**config.mk**
```make
export PLATFORM = sky130hd
export DESIGN_NAME = huff_tree_ctrl
export DESIGN_NICKNAME = d
export VERILOG_FILES = /design/src/rtl/huff_tree_ctrl.sv
export SDC_FILE = /design/constraint.sdc
export NUM_CORES = 1
export LEC_CHECK = 0
export ABC_CLOCK_PERIOD_IN_PS = 2900
export CAP_MARGIN = 20
export CORE_MARGIN = 1.5
export CORE_UTILIZATION = 51
export CTS_BUF_LIST = sky130_fd_sc_hd__clkbuf_8
export CTS_CLUSTER_SIZE = 12
export DETAILED_ROUTE_END_ITERATION = 6
export MAX_ROUTING_LAYER = met4
export PLACE_DENSITY = 0.8
export SLEW_MARGIN = 20
export SYNTH_ARGS = -nofsm -noshare
export SYNTH_HDL_FRONTEND = slang
export SYNTH_SLANG_ARGS = --single-unit
```
**constraint.sdc**
```tcl
create_clock -name clk -period 2.9 [get_ports clk]
set_clock_uncertainty 0.05 [all_clocks]
set_input_delay 0.58 -clock clk [delete_from_list [all_inputs] [get_ports clk]]
set_output_delay 0.58 -clock clk [all_outputs]
set_load 0.01 [all_outputs]
```
**src/rtl/huff_tree_ctrl.sv**
```systemverilog
// Huffman code-length controller: loads 8 weights, repeatedly merges the two
// lightest groups using an external combinational sort IP, then streams lengths.
module huff_tree_ctrl #(
    parameter int unsigned SUM_MAX = 30
) (
    input  logic        clk,
    input  logic        rst_n,
    input  logic        in_valid,
    input  logic [4:0]  in_weight,
    output logic [31:0] sort_character,
    output logic [39:0] sort_weight,
    input  logic [31:0] sort_out_character,
    output logic        busy,
    output logic        out_valid,
    output logic [2:0]  out_len,
    output logic        out_err
);

    typedef enum logic [2:0] {
        IDLE,
        LOAD,
        CHECK,
        SORT,
        MERGE,
        OUT,
        ERR
    } state_e;

    localparam logic [7:0] SUM_LIMIT = 8'(SUM_MAX);
    localparam logic [4:0] W_INACTIVE = 5'd31;

    state_e     state_q, state_d;
    logic [4:0] gw_q  [8];
    logic [4:0] gw_d  [8];
    logic [2:0] grp_q [8];
    logic [2:0] grp_d [8];
    logic [2:0] len_q [8];
    logic [2:0] len_d [8];
    logic [7:0] sum_q, sum_d;
    // Shared between LOAD (beat index) and OUT (result index); never live together.
    logic [2:0] beat_q, beat_d;
    logic [2:0] merge_q, merge_d;
    logic [2:0] a_q, a_d;
    logic [2:0] b_q, b_d;

    // Only the low 3 bits of each of the two lightest lanes are ever needed.
    logic unused_sort_bits;
    assign unused_sort_bits = ^{sort_out_character[31:8], sort_out_character[7],
                                sort_out_character[3]};

    always_comb begin
        sort_character = '0;
        sort_weight    = '0;
        for (int unsigned i = 0; i < 8; i++) begin
            sort_character[4*i +: 4] = 4'(i);
            sort_weight[5*i +: 5]    = gw_q[i];
        end
    end

    always_comb begin
        state_d   = state_q;
        gw_d      = gw_q;
        grp_d     = grp_q;
        len_d     = len_q;
        sum_d     = sum_q;
        beat_d    = beat_q;
        merge_d   = merge_q;
        a_d       = a_q;
        b_d       = b_q;
        busy      = (state_q != IDLE);
        out_valid = 1'b0;
        out_len   = '0;
        out_err   = 1'b0;

        case (state_q)
            IDLE: begin
                if (in_valid) begin
                    gw_d[0] = in_weight;
                    for (int unsigned i = 0; i < 8; i++) begin
                        grp_d[i] = 3'(i);
                        len_d[i] = '0;
                    end
                    sum_d   = {3'b000, in_weight};
                    beat_d  = 3'd1;
                    state_d = LOAD;
                end
            end
            LOAD: begin
                if (in_valid) begin
                    gw_d[beat_q] = in_weight;
                    sum_d        = sum_q + {3'b000, in_weight};
                    beat_d       = beat_q + 3'd1;
                    if (beat_q == 3'd7) begin
                        state_d = CHECK;
                    end
                end
            end
            CHECK: begin
                beat_d = '0;
                if (sum_q > SUM_LIMIT) begin
                    state_d = ERR;
                end else begin
                    merge_d = '0;
                    state_d = SORT;
                end
            end
            SORT: begin
                a_d     = sort_out_character[2:0];
                b_d     = sort_out_character[6:4];
                state_d = MERGE;
            end
            MERGE: begin
                gw_d[a_q] = gw_q[a_q] + gw_q[b_q];
                gw_d[b_q] = W_INACTIVE;
                for (int unsigned i = 0; i < 8; i++) begin
                    if ((grp_q[i] == a_q) || (grp_q[i] == b_q)) begin
                        len_d[i] = len_q[i] + 3'd1;
                    end
                    if (grp_q[i] == b_q) begin
                        grp_d[i] = a_q;
                    end
                end
                merge_d = merge_q + 3'd1;
                state_d = (merge_q == 3'd6) ? OUT : SORT;
            end
            OUT: begin
                out_valid = 1'b1;
                out_len   = len_q[beat_q];
                beat_d    = beat_q + 3'd1;
                if (beat_q == 3'd7) begin
                    state_d = IDLE;
                end
            end
            ERR: begin
                out_valid = 1'b1;
                out_err   = 1'b1;
                state_d   = IDLE;
            end
            default: begin
                state_d = IDLE;
            end
        endcase
    end

    always_ff @(posedge clk) begin
        if (!rst_n) begin
            state_q <= IDLE;
            for (int unsigned i = 0; i < 8; i++) begin
                gw_q[i]  <= W_INACTIVE;
                grp_q[i] <= 3'(i);
                len_q[i] <= '0;
            end
            sum_q   <= '0;
            beat_q  <= '0;
            merge_q <= '0;
            a_q     <= '0;
            b_q     <= '0;
        end else begin
            state_q <= state_d;
            gw_q    <= gw_d;
            grp_q   <= grp_d;
            len_q   <= len_d;
            sum_q   <= sum_d;
            beat_q  <= beat_d;
            merge_q <= merge_d;
            a_q     <= a_d;
            b_q     <= b_d;
        end
    end

endmodule
```
# ---- Yosys cells after proc, flatten, opt, wreduce, memory -nomap -nowiden
# Index checks and enable logic that the tools add are counted.
dict set report op_classes {
  addsub 12
  magnitude_cmp 7
  eq_ne 45
  n_mux 58
  bitwise 4
  reduce_logical 42
}
# cell count
set op_table {}
lappend op_table {{$pmux 24 s2} 2}
lappend op_table {{$mux 3} 27}
lappend op_table {{$bwmux 40} 2}
lappend op_table {{$pmux 35 s2} 1}
lappend op_table {{$reduce_and 3->1} 19}
lappend op_table {{$eq 3x3->1} 16}
lappend op_table {{$mux 24} 2}
lappend op_table {{$demux 5 s3} 3}
lappend op_table {{$ne 2x2->1 const B} 21}
lappend op_table {{$mux 40} 1}
lappend op_table {{$mux 5} 8}
lappend op_table {{$or 40x40->40} 1}
lappend op_table {{$add 3x1->3 const B} 10}
lappend op_table {{$bmux 5 s3} 2}
lappend op_table {{$pmux 3 s6} 1}
lappend op_table {{$mux 8} 2}
lappend op_table {{$pmux 8 s2} 1}
lappend op_table {{$eq 3x3->1 const B} 5}
lappend op_table {{$pmux 5 s3} 1}
lappend op_table {{$ge 4x4->1 const B} 3}
lappend op_table {{$lt 4x1->1 const B} 3}
lappend op_table {{$not 3->4} 3}
lappend op_table {{$pmux 3 s4} 1}
lappend op_table {{$bmux 3 s3} 1}
lappend op_table {{16 further kinds} 32}
dict set report totals {
  regBits 111
  in_bits 40
  out_inout_bits 78
  word_cells 198
}

# ---- Longest topological paths before layout
# Gate-level depths: netlist of the first run.
dict set report depth {
  ltp_word 8
  depth_mapped 17
}

# ---- Worst setup path before layout of the first run
# Ideal clock, no wire load.
dict set report synth_timing {
  kind {register -> register}
  from {register a_q[0]}
  to {register gw_q, in the netlist sort_weight[14]}
  t_arrival_ns 2.992
  t_required_ns 2.712
  path_slack_ns -0.279
  stages_incl_launch_ff 17
  n_path_buf 4
  cell_sequence {dfxtp_1 -> buf_2 -> buf_2 -> buf_2 -> buf_1 -> nand3b_1 -> o221ai_1 -> a21o_1 -> ha_1 -> inv_1 -> fa_1 -> inv_1 -> a21o_1 -> a21oi_1 -> xnor2_2 -> xnor2_1 -> o211ai_1}
}
dict set report synth_between {
  elab_chain_cells 8
}
# element line
set synth_lines {}
lappend synth_lines {{start, declared} 43} ;# logic [2:0] a_q, a_d;
lappend synth_lines {{start signal, assigned} 156} ;# a_q <= '0;
lappend synth_lines {{start signal, assigned} 166} ;# a_q <= a_d;
lappend synth_lines {{$not 3->4 (implied by the code) *} 113} ;# gw_d[a_q] = gw_q[a_q] + gw_q[b_q];
lappend synth_lines {{$bmux 5 s3 (tied with other cells)} 113}
lappend synth_lines {{$mux 5 (implied by the code) or $logic_and 1x1->1 (tied branches)} 113}
lappend synth_lines {{$mux 5 (implied by the code)} 113}
lappend synth_lines {{$add 5x5->5 or $demux 5 s3 (tied branches)} 113}
lappend synth_lines {{$bwmux 40 *} 113}
lappend synth_lines {{$or 40x40->40 (no source line) *} -}
lappend synth_lines {{$pmux 35 s2 *} 75} ;# case (state_q)
lappend synth_lines {{end signal, assigned} 160} ;# gw_q <= gw_d;
lappend synth_lines {{end, declared} 33} ;# logic [4:0] gw_q [8];
# Mark *: on every way between the ends. The rest lies on a longest branch, timed or not. The select of a mux whose other input is x is not followed.
# A chain may end at the register's enable or synchronous reset.

# ---- Worst setup path after layout of the first run
dict set report layout_timing {
  from {register a_q[2]}
  to {register gw_q, in the netlist sort_weight[14]}
}
# The elaborated chain is that of the path after synthesis.

==> results.tsv, run 1 <==
stage	metric	value	unit
status	status	finished, final reports clean	
grt	grt_pass1_wl	33460	µm
floorplan	die_w	122.6	µm
clock_tree	root_buffer	clkbuf_8	
detailed_routing	drc_errors	0	
sta	setup_slack	0.1069	ns
yosys	syn_inst	927	
sta	period_needed	2.793	ns
placed_design	placed_cells	1166	
final_layout	area_delta_synth_final	17.46	%
sta	relSlewSlack	49.16	%
yosys	avgSynthCellArea	7.868	µm²
power	power.density	376.0	nW/µm²
clock_tree	cts.path.max_buffers	2	
setup_path	crit_path_top_delay_cell	dfxtp_4	
detailed_routing	finalWirelength	21050	µm
setup_path	path_max_fanout	8	
sta	max_freq	0.3580	GHz
clock_tree	clk_pin_slew	0.10	ns
clock_tree	clk_latency	0.40	ns
yosys	yosys.area_share.simple	20.19	%
yosys	synth_top_family_by_area	compound AO/OA/AOI/OAI gates	
clock_tree	cts_max_level	3	
power	ir_drop	0.0003109	V
setup_path	path_class	flip-flop to flip-flop	
yosys	synth_edf_count	0	
yosys	synth_fa_ha_area_share	4.152	%
yosys	ys_warn_count	0	
sta	slew_viol_final	0	
grt	grt_pass1_vias	6613	
detailed_routing	first_iter_violations	820	
grt	antenna_found_initial	0	
floorplan	start_util	52.34	%
final_layout	utilization	61.48	%
clock_tree	cts.sinks	111	
sta	fin_crit_sh	96.31	%
power	p_int	2179	µW
final_layout	layout-drive-gt1-share	14.50	%
sta	rsz0062_at_grt	yes	
placed_design	place_congestion	0.9716	
yosys	synth_seq_area_share	30.47	%
setup_path	required	3.12	ns
yosys	synth-xor-area-share	6.828	%
detailed_routing	dr.pass1.iters	5	
detailed_routing	antenna_violating_nets_post_route	0	
setup_path	critPathMaxStageDelay	0.42	ns
clock_tree	cts_tree	yes	
setup_path	start_kind	flip-flop	
floorplan	fp.dieArea	15030	µm²
sta	worst_pin_slew	0.7625	ns
setup_path	crit_chain	clkbuf_16, mux2i_1, nor2_1, a311oi_1, a21oi_1, a221o_1, ha_4, a21o_1, a21oi_2, xnor2_2, xnor2_4, o211ai_1	
detailed_routing	vias	7239	
yosys	synth.mux.area_fraction	8.029	%
grt	grt-ovfl-total	0	
floorplan	rows	43	
grt	grt_max_degree	49	
floorplan	die_h	122.6	µm
run	maxCapViolations	0	
yosys	synth_compound_area_share	22.03	%
sta	finalHoldViolations	0	
final_layout	finalNonFillerCells	1187	
worst_hold_path	min_path_type	flip-flop to flip-flop	
placed_design	hpwl	15330	µm
final_layout	fin_nets	1065	
floorplan	coreArea	13930	µm²
sta	finalSetupViolations	0	
power	combinationalPowerShare	23.7	%
setup_path	arrival	3.01	ns
setup_path	endpoint_kind	flip-flop	
power	pwr-share-seq	49.4	%
placed_design	numPortBuffers	59	
floorplan	io_pins	118	
final_layout	antenna_cells	0	
yosys	synthesis.area	7293	µm²
power	pwr-share-clk	26.9	%
detailed_routing	wl_per_cell	17.74	µm
yosys	async_reset_ff_share	0	%
clock_tree	cts_buffers	9	
power	leakagePower	0.003150	µW
detailed_routing	viasPerCell	6.099	
placed_design	pre_cts_slack	-0.1503	ns
power	p_switching	1042	µW
grt	track_usage	29.31	%
power	swShare	32.35	%
yosys	ys_ff_latch	111	
yosys	ys_types	63	
yosys	yosys_most_used_dff	dfxtp_1	
## cell type report
class / count / area (µm²)
Timing Repair Buffer: 131 / 1202
Clock buffer: 9 / 123.9
Clock inverter: 7 / 40.04
Inverter: 19 / 75.07
Multi-Input combinational cell: 730 / 4663
Fill cell: 1191 / 5368
Sequential cell: 111 / 2237
Tap cell: 180 / 225.2
## metal layers
metal	share of wire (%)	vias to the layer above	global-route usage [%]
li1	-	3432	-
met1	43	3389	39.95
met2	44	369	43.26
met3	10	49	6.552
met4	2.4	0	9.084
met5	0	-	-
## power by group through the flow
stage | combinational (µW) | clock, µW | sequential (µW)
floorplan | 503 | 0 | 1600
global placement | 694 | 0 | 1620
detailed placement | 701 | 0 | 1620
CTS | 718 | 877 | 1590
global route | 832 | 941 | 1590
finish | 765 | 865 | 1590
## placed cells by master, fill, tap and decap left out, drive strengths merged, types with 8 or more instances in the layout
cell type	count
nand3	53
dfxtp	111
nand2b	9
nand2	91
xnor2	53
clkdlybuf4s50	59
or2	21
conb	32
o21ai	64
o2111ai	8
or3	14
nor2	67
ha	21
clkbuf	10
nand4	8
inv	21
a31oi	24
a21oi	96
buf	71
o211ai	14
mux2i	36
nor3	14
## state kept, by name, summed over array words and instances, names as in the netlist
signal       flops
a_q              3
len_q           24
state_q          3
grp_q           24
sum_q            8
merge_q          3
sort_weight     40
b_q              3
beat_q           3
## synth_stat cells (6+ instances only)
library cell  instances  share of area, %
nand2b_1              9              0.77
mux4_2                7               2.2
nand3_1              53               3.6
mux2i_1              36               4.9
a31oi_1              24               2.1
buf_2                25               1.7
a221oi_1              7              0.84
xnor2_1              52               6.2
and2_1                6              0.51
a21oi_1              96               6.6
o2111ai_1             8              0.96
clkbuf_1             33               1.7
buf_4                33               3.4
or3_1                14               1.2
nor2b_1               6              0.51
nor3_1               14              0.96
nor2_1               66               3.4
o21ai_0              63               4.3
inv_1                17              0.87
o211ai_1             14               1.4
nand4_1               8              0.69
dfxtp_1             111                30
or2_2                18               1.5
ha_1                 21               3.6
nand2_1              91               4.7
mux2_2                6              0.93
o221ai_1              7              0.84
## what timing repair did
item	in CTS	in global routing
gates cloned	0	1
gates resized for setup	4	22
buffers inserted	0	4
endpoints found under the hold margin	0	0
hold buffers	0	0
pin swaps	0	10
endpoints found under the setup margin	15	28
## metrics by stage
step	cell area, µm²	hold slack (ns)	power (µW)	TNS, ns
detailed placement	8274	0.4090	2326	-0.5790
CTS	8453	0.4232	3184	-0.003034
global route	8567	0.4366	3367	-0.06012
global placement	8274	0.3966	2318	-0.4489
finish	8567	0.4242	3221	0
floorplan	7461	0.3869	2107	0
## kinds of logic (layout without fill, tap and decap cells)
| kind of cell | Yosys count | in the layout |
|---|---|---|
| AOI/OAI and AO/OA | 262 | 262 |
| xor gates and xnor gates | 56 | 56 |
| adders and majority gates | 23 | 23 |
| buffers and inverters | 116 | 166 |
| DFF | 111 | 111 |
| muxes | 49 | 49 |
| other | 2 | 32 |
| and+or+nand+nor | 308 | 308 |
## final timing paths
path | startpoint | slack, ns | endpoint | depth (start not counted)
max | a_q[2] | 0.11 | sort_weight[14] | 12
min | len_q[5] | 0.42 | len_q[5] | 2
max reg2reg | a_q[2] | 0.11 | sort_weight[14] | 12
min reg2reg | len_q[5] | 0.42 | len_q[5] | 2
## worst max-delay path, delay by kind of cell, from the launching register on
kind,cells,cell delay (ns)
AO/OA/AOI/OAI,6,1.08
XOR/XNOR,2,0.44
flip-flops,1,0.42
adder cells (fa/ha/maj),1,0.28
multiplexers,1,0.18
buffers and inverters,1,0.16
AND/OR/NAND/NOR,1,0.06
(Power assumes the default switching activity.)
==> run 2: changes to the inputs <==
--- a/config.mk
+++ b/config.mk
@@ -12,3 +12,3 @@
 export CTS_BUF_LIST = sky130_fd_sc_hd__clkbuf_8
-export CTS_CLUSTER_SIZE = 12
+export CTS_CLUSTER_SIZE = 25
 export DETAILED_ROUTE_END_ITERATION = 6
==> constraint.sdc (replaced) <==
create_clock -name clk -period 2.9 [get_ports clk]
set_clock_uncertainty 0.05 [all_clocks]
set_input_delay 0.29 -clock clk [delete_from_list [all_inputs] [get_ports clk]]
set_output_delay 0.29 -clock clk [all_outputs]
set_load 0.01 [all_outputs]
==> run 2 against run 1 <==
  * Combinational power fell by 3%
  * Die area did not move
  * Worst setup slack got worse by 0.069 ns
  * Cell area fell by 0.58%
  * Critical path type unchanged
  * Critical endpoint is now sort_weight[7]
==> results.tsv, run 2 (same netlist as run 1, synthesis figures left out) <==
stage	metric	value	unit
status	status	finished, final reports clean	
clock_tree	postCtsHoldBufs	0	
floorplan	start_util	52.34	%
floorplan	coreArea	13930	µm²
sta	finalHoldViolations	0	
grt	track_usage	29.73	%
clock_tree	clk_latency	0.40	ns
sta	fin_crit_sh	98.69	%
setup_path	r2r_slack	0.04	ns
grt	antenna_found_initial	0	
final_layout	final_cell_mix	dfxtp_1 (107), a21oi_1 (94), nand2_1 (91)	
detailed_routing	viasPerCell	6.138	
placed_design	hpwl	15340	µm
final_layout	final_common_cell	dfxtp_1	
detailed_routing	wl_per_cell	18.00	µm
worst_hold_path	min_path_type	flip-flop to flip-flop	
run	maxCapViolations	0	
floorplan	io_pins	118	
detailed_routing	first_iter_violations	836	
detailed_routing	vias	7225	
final_layout	final_cell_area	8517	µm²
floorplan	die_h	122.6	µm
power	finalPower	3393	µW
setup_path	path_max_fanout	8	
clock_tree	clk_pin_slew	0.12	ns
grt	grt-ovfl-total	0	
setup_path	crit_path_top_delay_cell	fa_1	
setup_path	required	3.15	ns
sta	finalSetupViolations	0	
detailed_routing	drc_errors	0	
power	ir_drop	0.0004783	V
sta	fin_tns_setup	0	ns
sta	max_freq	0.3494	GHz
sta	slew_viol_final	0	
detailed_routing	dr.pass1.iters	6	
placed_design	placed_cell_area	8234	µm²
floorplan	die_w	122.6	µm
detailed_routing	finalWirelength	21190	µm
final_layout	layout-drive-gt1-share	12.94	%
clock_tree	cts_max_level	3	
sta	relSlewSlack	49.81	%
final_layout	largest_reg_flops	40	
final_layout	utilization	61.12	%
setup_path	endpoint_kind	flip-flop	
placed_design	numPortBuffers	59	
floorplan	rows	43	
final_layout	n_fill_cell	1232	
floorplan	fp.dieArea	15030	µm²
clock_tree	cts.path.max_buffers	2	
setup_path	path_class	flip-flop to flip-flop	
grt	grt_max_degree	49	
detailed_routing	antenna_violating_nets_post_route	0	
final_layout	antenna_cells	0	
power	power.density	398.3	nW/µm²
setup_path	critPathMaxStageDelay	0.39	ns
sta	period_needed	2.862	ns
clock_tree	cts_buffers	9	
setup_path	start_kind	flip-flop	
grt	grt_pass1_wl	34110	µm
final_layout	area_delta_synth_final	16.78	%
grt	grt_pass1_vias	6833	
power	leakagePower	0.003105	µW
final_layout	fin_nets	1055	
clock_tree	cts_tree	yes	
setup_path	arrival	3.12	ns
setup_path	crit_chain	clkinv_1, nor2_1, nand3b_1, o221ai_1, a21o_1, ha_1, inv_1, fa_1, xnor2_1, buf_4, a21oi_1, o21ai_0, a311o_1	
clock_tree	root_buffer	clkbuf_8	
clock_tree	cts.sinks	111	
sta	worst_pin_slew	0.7527	ns
placed_design	place_congestion	0.9973	
sta	rsz0062_at_grt	yes	
==> run 2: changes by cell type in the layout (fill, tap and decap cells not counted), moves of 2 or more <==
cell,delta
nor3_1,-2
dfxtp_2,-3
clkinv_2,-2
buf_4,-11
bufinv_16,+2
o21ai_1,+2
dfxtp_1,+4
o21ai_0,-2
nor3_2,+2
==> run 2: through the flow <==
| step | cells | hold slack (ns) | setup WS, ns |
|---|---|---|---|
| global placement | 1159 | 0.3964 | -0.01202 |
| global route | 1177 | 0.4445 | -0.1129 |
| CTS | 1175 | 0.4178 | 0.01837 |
| detailed placement | 1159 | 0.4026 | -0.03399 |
| floorplan | 957 | 0.3768 | 0.004168 |
| finish | 1177 | 0.4174 | 0.03802 |
==> run 2: area by class of cell <==
cell class | instances | area, µm² | area share (%)
clock inverters | 7 | 93.84 | 1.102
clock buffers | 9 | 123.9 | 1.454
inverters | 19 | 71.32 | 0.8374
multi-input cells | 730 | 4647 | 54.56
flip-flops and latches | 111 | 2230 | 26.18
repair buffers | 121 | 1126 | 13.22
well taps | 180 | 225.2 | 2.644
==> run 2: final timing paths <==
check                 start        endpoint  cells after the start
hold / removal    len_q[17]       len_q[17]                      2
setup / recovery     a_q[2]  sort_weight[7]                     13
hold reg to reg   len_q[17]       len_q[17]                      2
setup reg to reg     a_q[2]  sort_weight[7]                     13
==> run 2: report_power, final <==
group          switching (µW)  total (µW)  internal [µW]
sequential               43.6        1590           1550
combinational             439         745            306
clock                     567        1060            489
total                    1050        3390           2340
==> run 2: timing repair <==
| item | in CTS | in global routing |
|---|---|---|
| endpoints found under the setup margin | 8 | 27 |
| pin swaps | 0 | 8 |
| setup buffers | 0 | 2 |
| gates resized for setup | 2 | 18 |
==> run 2: metal layers <==
layer  vias up  part of all wire, %  GRT usage (%)
met3        60                   11          7.900
met5         -                    0              -
met1      3372                   43          39.54
li1       3406                    -              -
met4         0                  2.6          9.448
met2       387                   44          44.03
==> run 2: worst max-delay path: cells and delay by family, from the launching register on <==
kind,cells,cell delay (ns)
AOI/OAI and AO/OA,5,0.80
xor gates and xnor gates,1,0.14
adders and majority gates,2,0.57
buffers and inverters,3,0.49
DFF,1,0.38
and+or+nand+nor,2,0.34
